File: src/rtl/slot_bank_multi.sv
// slot_bank_multi: player balance register with a multi-bet spin sequencer.
// A spin deducts the selected bet up front, waits for the reel block to stop,
// classifies the captured digits and credits a multiplied, saturated payout.
module slot_bank_multi #(
  parameter int unsigned NUM_REELS    = 4,
  parameter int unsigned DIGIT_W      = 4,
  parameter int unsigned BAL_W        = 27,
  parameter int unsigned INIT_BALANCE = 100,
  parameter int unsigned MAX_BALANCE  = 99999999,
  parameter int unsigned JACKPOT_MULT = 10,
  parameter int unsigned PAIR_MULT    = 2
) (
  input  logic                           clk,
  input  logic                           rst,
  input  logic                           b1,
  input  logic                           b10,
  input  logic                           b50,
  input  logic                           b100,
  input  logic                           spin_req,
  input  logic                           reels_valid,
  input  logic [NUM_REELS*DIGIT_W-1:0]   reels,
  output logic [BAL_W-1:0]               balance,
  output logic                           busy,
  output logic                           win,
  output logic                           jackpot,
  output logic [BAL_W-1:0]               win_amount,
  output logic                           insufficient
);

  localparam logic [BAL_W-1:0] INIT_B = BAL_W'(INIT_BALANCE);
  localparam logic [BAL_W-1:0] MAX_B  = BAL_W'(MAX_BALANCE);
  localparam logic [BAL_W-1:0] JMULT  = BAL_W'(JACKPOT_MULT);
  localparam logic [BAL_W-1:0] PMULT  = BAL_W'(PAIR_MULT);

  typedef enum logic [1:0] {IDLE, WAIT, EVAL, PAY} state_t;

  state_t                         state, state_nxt;
  logic [BAL_W-1:0]               bet;
  logic [BAL_W-1:0]               bet_q;
  logic [BAL_W-1:0]               payout_q;
  logic [NUM_REELS*DIGIT_W-1:0]   reels_q;
  logic                           jack_q;
  logic                           all_eq;
  logic                           any_pair;
  logic                           accept;
  logic                           reject;
  logic [BAL_W:0]                 sum;

  // Bet decode with fixed priority b1 > b10 > b50 > b100
  always_comb begin
    bet = '0;
    if (b1)        bet = BAL_W'(1);
    else if (b10)  bet = BAL_W'(10);
    else if (b50)  bet = BAL_W'(50);
    else if (b100) bet = BAL_W'(100);
  end

  // Spin admission decisions; only meaningful in IDLE
  always_comb begin
    accept = (state == IDLE) && spin_req && (bet != '0) && (bet <= balance);
    reject = (state == IDLE) && spin_req && (bet > balance);
  end

  // Classify the captured reels: all-equal and any adjacent equal pair
  always_comb begin
    all_eq   = 1'b1;
    any_pair = 1'b0;
    for (int unsigned i = 1; i < NUM_REELS; i++) begin
      if (reels_q[i*DIGIT_W +: DIGIT_W] != reels_q[0 +: DIGIT_W])
        all_eq = 1'b0;
      if (reels_q[i*DIGIT_W +: DIGIT_W] == reels_q[(i-1)*DIGIT_W +: DIGIT_W])
        any_pair = 1'b1;
    end
  end

  // One bit wider than the balance so the credit can never wrap before clamping
  always_comb begin
    sum = {1'b0, balance} + {1'b0, payout_q};
  end

  // State register
  always_ff @(posedge clk) begin
    if (rst) state <= IDLE;
    else     state <= state_nxt;
  end

  // Next-state logic and busy flag
  always_comb begin
    state_nxt = state;
    busy      = (state != IDLE);
    case (state)
      IDLE:    if (accept) state_nxt = WAIT;
      WAIT:    if (reels_valid) state_nxt = EVAL;
      EVAL:    state_nxt = PAY;
      PAY:     state_nxt = IDLE;
      default: state_nxt = IDLE;
    endcase
  end

  // Balance, latched spin data, payout and one-cycle result pulses
  always_ff @(posedge clk) begin
    if (rst) begin
      balance      <= INIT_B;
      win_amount   <= '0;
      win          <= 1'b0;
      jackpot      <= 1'b0;
      insufficient <= 1'b0;
      bet_q        <= '0;
      reels_q      <= '0;
      payout_q     <= '0;
      jack_q       <= 1'b0;
    end else begin
      win          <= 1'b0;
      jackpot      <= 1'b0;
      insufficient <= 1'b0;
      case (state)
        IDLE: begin
          if (accept) begin
            balance <= balance - bet;
            bet_q   <= bet;
          end else if (reject) begin
            insufficient <= 1'b1;
          end
        end
        WAIT: begin
          if (reels_valid) reels_q <= reels;
        end
        EVAL: begin
          jack_q <= all_eq;
          if (all_eq)        payout_q <= bet_q * JMULT;
          else if (any_pair) payout_q <= bet_q * PMULT;
          else               payout_q <= '0;
        end
        PAY: begin
          balance    <= (sum > {1'b0, MAX_B}) ? MAX_B : sum[BAL_W-1:0];
          win_amount <= payout_q;
          win        <= (payout_q != '0);
          jackpot    <= jack_q && (payout_q != '0);
        end
        default: ;
      endcase
    end
  end

endmodule

File: config.mk
export PLATFORM = sky130hd
export DESIGN_NAME = slot_bank_multi
export DESIGN_NICKNAME = d
export VERILOG_FILES = /design/src/rtl/slot_bank_multi.sv
export SDC_FILE = /design/constraint.sdc
export NUM_CORES = 1
export LEC_CHECK = 0
export BUFFER_PORTS_ARGS = -buffer_cell sky130_fd_sc_hd__buf_2
export CAP_MARGIN = 5
export CORE_MARGIN = 8
export CORE_UTILIZATION = 35
export DETAILED_ROUTE_END_ITERATION = 8
export SYNTH_ARGS = -nofsm -noshare
export SYNTH_HDL_FRONTEND = slang
export SYNTH_SLANG_ARGS = --single-unit
File: constraint.sdc
create_clock -name clk -period 4.2 [get_ports clk]
set_input_delay 0.21 -clock clk [delete_from_list [all_inputs] [get_ports clk]]
set_output_delay 0.21 -clock clk [all_outputs]
set_load 0.03 [all_outputs]
==> qor.txt <==
status - finished, final reports clean
Max Used Layer - met4
CP Max Fanout - 9
Worst setup SP type - flop
vias in the first global route - 4854
clk_lat worst skew - 0.34 ns
Post-Route WL - 16.4 mm
hold_buf cts - 0
ys flop type - dfxtp_1
worst hold start - reels[9]
max-cap check violation count - 0
Final Core Density - 0.414
die area - 19900 µm²
Worst Hold End - reels_q[9]
# IOs - 82
post-cts resize count - 0
port buffer count - 64
fraction of layout cells with a size suffix above 1 - 0.175
reg-to-reg startpoint - balance[1]
final setup margin - 0.565 ns
GP Congestion - 0.930
total gr overflow - 0
Syn-to-layout area delta - 15.4%
pwr/cell area - 655 nW/µm²
PnR Total Power - 4140 µW
WL met3 - 1.03 mm
Worst R2R End - balance[8]
1st-iter DRT viols - 402
clock sink count - 75
initial antenna violation count - 0
post-route minimum period - 3.63 ns
TritonCTS clock tree - done
Die X - 141 µm
Syn Std Cell Area - 5480 µm²
DR vias - 5200
HPWL Detailed - 12.4 mm
Initial Util - 0.359
Worst EP arrival - 3.82 ns
number of antenna diodes - 0
Worst Path Required - 4.39 ns
DRC errors left - 0
Max clock buf depth - 2
fin nets - 812
Fin. Hold Viols - 0
Max Slew Vio Count - 0
met2 WL - 7.60 mm
H-tree Lvls - 3
met1 wire length - 7.44 mm
largest net degree at the start of global routing - 49
Setup WS pre-CTS - 0.640 ns
Worst Skew - 0.0107 ns
Global Route Usage Sum - 0.161
CTS Buf Count - 9
Synth Register Bits - 75
RSZ-0062 raised after global routing - no
Setup TNS - 0 ns
class of the worst hold path - input port to flop
post-CTS setup buffer count - 0
global-route wire length before repair - 25.8 mm
Cells on Worst Hold Path - 3
Post-synth EDFFs - 0
final setup fails - 0
fillers - 1599
vias per inst - 5.36
worst-margin pin slew - 0.924 ns
Worst R2R Setup Slack - 0.57 ns
core area - 15300 µm²
Clock transition at path regs - 0.06 ns
Wirelength per Cell - 16.9 µm
DRT Pass-1 Iters - 5
ys async rst share - 0
leakage power - 0.00259 µW
crit path kind - flop to flop
Gate Count Post-Synth - 699
post-synthesis sequential area ratio - 0.274
post-synth cell types - 80
peak supply drop - 302 µV
post-route ant nets - 0
Syn. warnings - 0
CP Capture Type - flop
cell row count - 45
die height - 141 µm
Highest Clock Rate - 275 MHz
Tcrit/Tclk final - 0.865
Rel. slew slack - 0.378
post-synthesis average cell area - 7.84 µm²
Register-to-Register Path Depth - 14
Root Buffer Master - clkbuf_16
## placed cells by master, fill, tap and decap left out, drive strengths merged, types with 4 or more instances in the layout
cell type,n
a211oi,12
a21o,7
a21oi,67
a221oi,9
a311oi,4
a31oi,5
and2,6
and3,11
and4,6
buf,84
clkbuf,10
conb,17
dfxtp,75
ha,30
inv,22
mux2,4
mux2i,18
nand2,83
nand2b,14
nand3,19
nand4,10
nor2,66
nor2b,6
nor3,28
nor4,10
o211ai,5
o21a,5
o21ai,29
o31ai,4
or3,6
xnor2,23
xor2,14
## cell type report
class	instances	area, µm²	area share
multi-input cells	564	3670	0.581
flip-flops and latches	75	1500	0.237
repair buffers	84	470	0.0744
well taps	211	264	0.0418
clock buffers	10	239	0.0378
clock inverters	6	95.1	0.0150
inverters	21	78.8	0.0125
## power breakdown
part | switching [µW] | leakage [µW] | internal (µW)
clock | 326 | 0.000164 | 543
sequential | 243 | 0.000609 | 856
combinational | 1350 | 0.00182 | 820
## per-layer routing
layer,GRT usage,vias up
li1,-,2613
met1,0.204,2398
met2,0.267,161
met3,0.0338,28
met4,0.0526,0
met5,0,-
## kinds of logic after synthesis
group                    Yosys count  share of synthesized area
other                              1                   0.000684
adder cells (fa/ha/maj)           33                     0.0795
multiplexers                      22                     0.0411
XOR/XNOR                          37                     0.0626
buffers and inverters             76                     0.0665
flip-flops                        75                      0.274
AO/OA/AOI/OAI                    179                      0.227
AND/OR/NAND/NOR                  276                      0.248
## metrics by stage
| step | instance area [µm²] | hold WS (ns) | instances |
|---|---|---|---|
| floorplan | 5540 | 0.346 | 715 |
| global placement | 5990 | 0.440 | 955 |
| global route | 6320 | 0.111 | 971 |
| detailed placement | 5990 | 0.445 | 955 |
| CTS | 6320 | 0.0989 | 971 |
| finish | 6320 | 0.106 | 971 |
## cells in the mapped netlist, drive strengths merged, types with 7 or more instances
| library cell | instances | area [µm²] |
|---|---|---|
| nand3 | 19 | 95.1 |
| xor2 | 14 | 123 |
| nor3 | 28 | 151 |
| a21o | 7 | 53.8 |
| a21oi | 67 | 362 |
| dfxtp | 75 | 1500 |
| nand4 | 10 | 62.6 |
| a221oi | 9 | 85.1 |
| a211oi | 12 | 95.1 |
| nand2 | 83 | 314 |
| nor2 | 66 | 255 |
| o21ai | 29 | 175 |
| ha | 30 | 375 |
| buf | 32 | 199 |
| xnor2 | 23 | 220 |
| clkbuf | 23 | 86.3 |
| and3 | 11 | 71.3 |
| nor4 | 10 | 68.8 |
| inv | 20 | 75.1 |
| mux2i | 18 | 180 |
| nand2b | 14 | 87.6 |
## flip-flops by register name, indices dropped and copies added, names as in the netlist
name          count
payout_q         10
reels_q          16
win               1
jack_q            1
bet_q             6
win_amount       10
state             2
balance          27
jackpot           1
insufficient      1
## critical path: stages, from the launching register on
cell and delay (ns):
dfxtp_1 0.39, ha_1 0.22, inv_1 0.06, fa_1 0.37
nand2b_1 0.22, a21oi_4 0.29, o21ai_4 0.15, a2111o_1 0.46
a211oi_2 0.22, nand4_1 0.16, a21oi_4 0.37, nor3_4 0.08
buf_4 0.18, a221oi_1 0.26, nor2_1 0.07
## worst max-delay path by stage
stage | from | to | slack [ns] | cells past startpoint
2_1_floorplan | balance[1] | balance[22] | 0.76 | 13
3_3_place_gp | payout_q[10] | balance[8] | 0.69 | 12
3_5_place_dp | balance[1] | balance[8] | 0.64 | 14
4_1_cts | balance[1] | balance[8] | 0.59 | 14
5_1_grt | balance[10] | balance[8] | 0.35 | 12
6_report | balance[1] | balance[8] | 0.57 | 14
(Power assumes the default switching activity.)
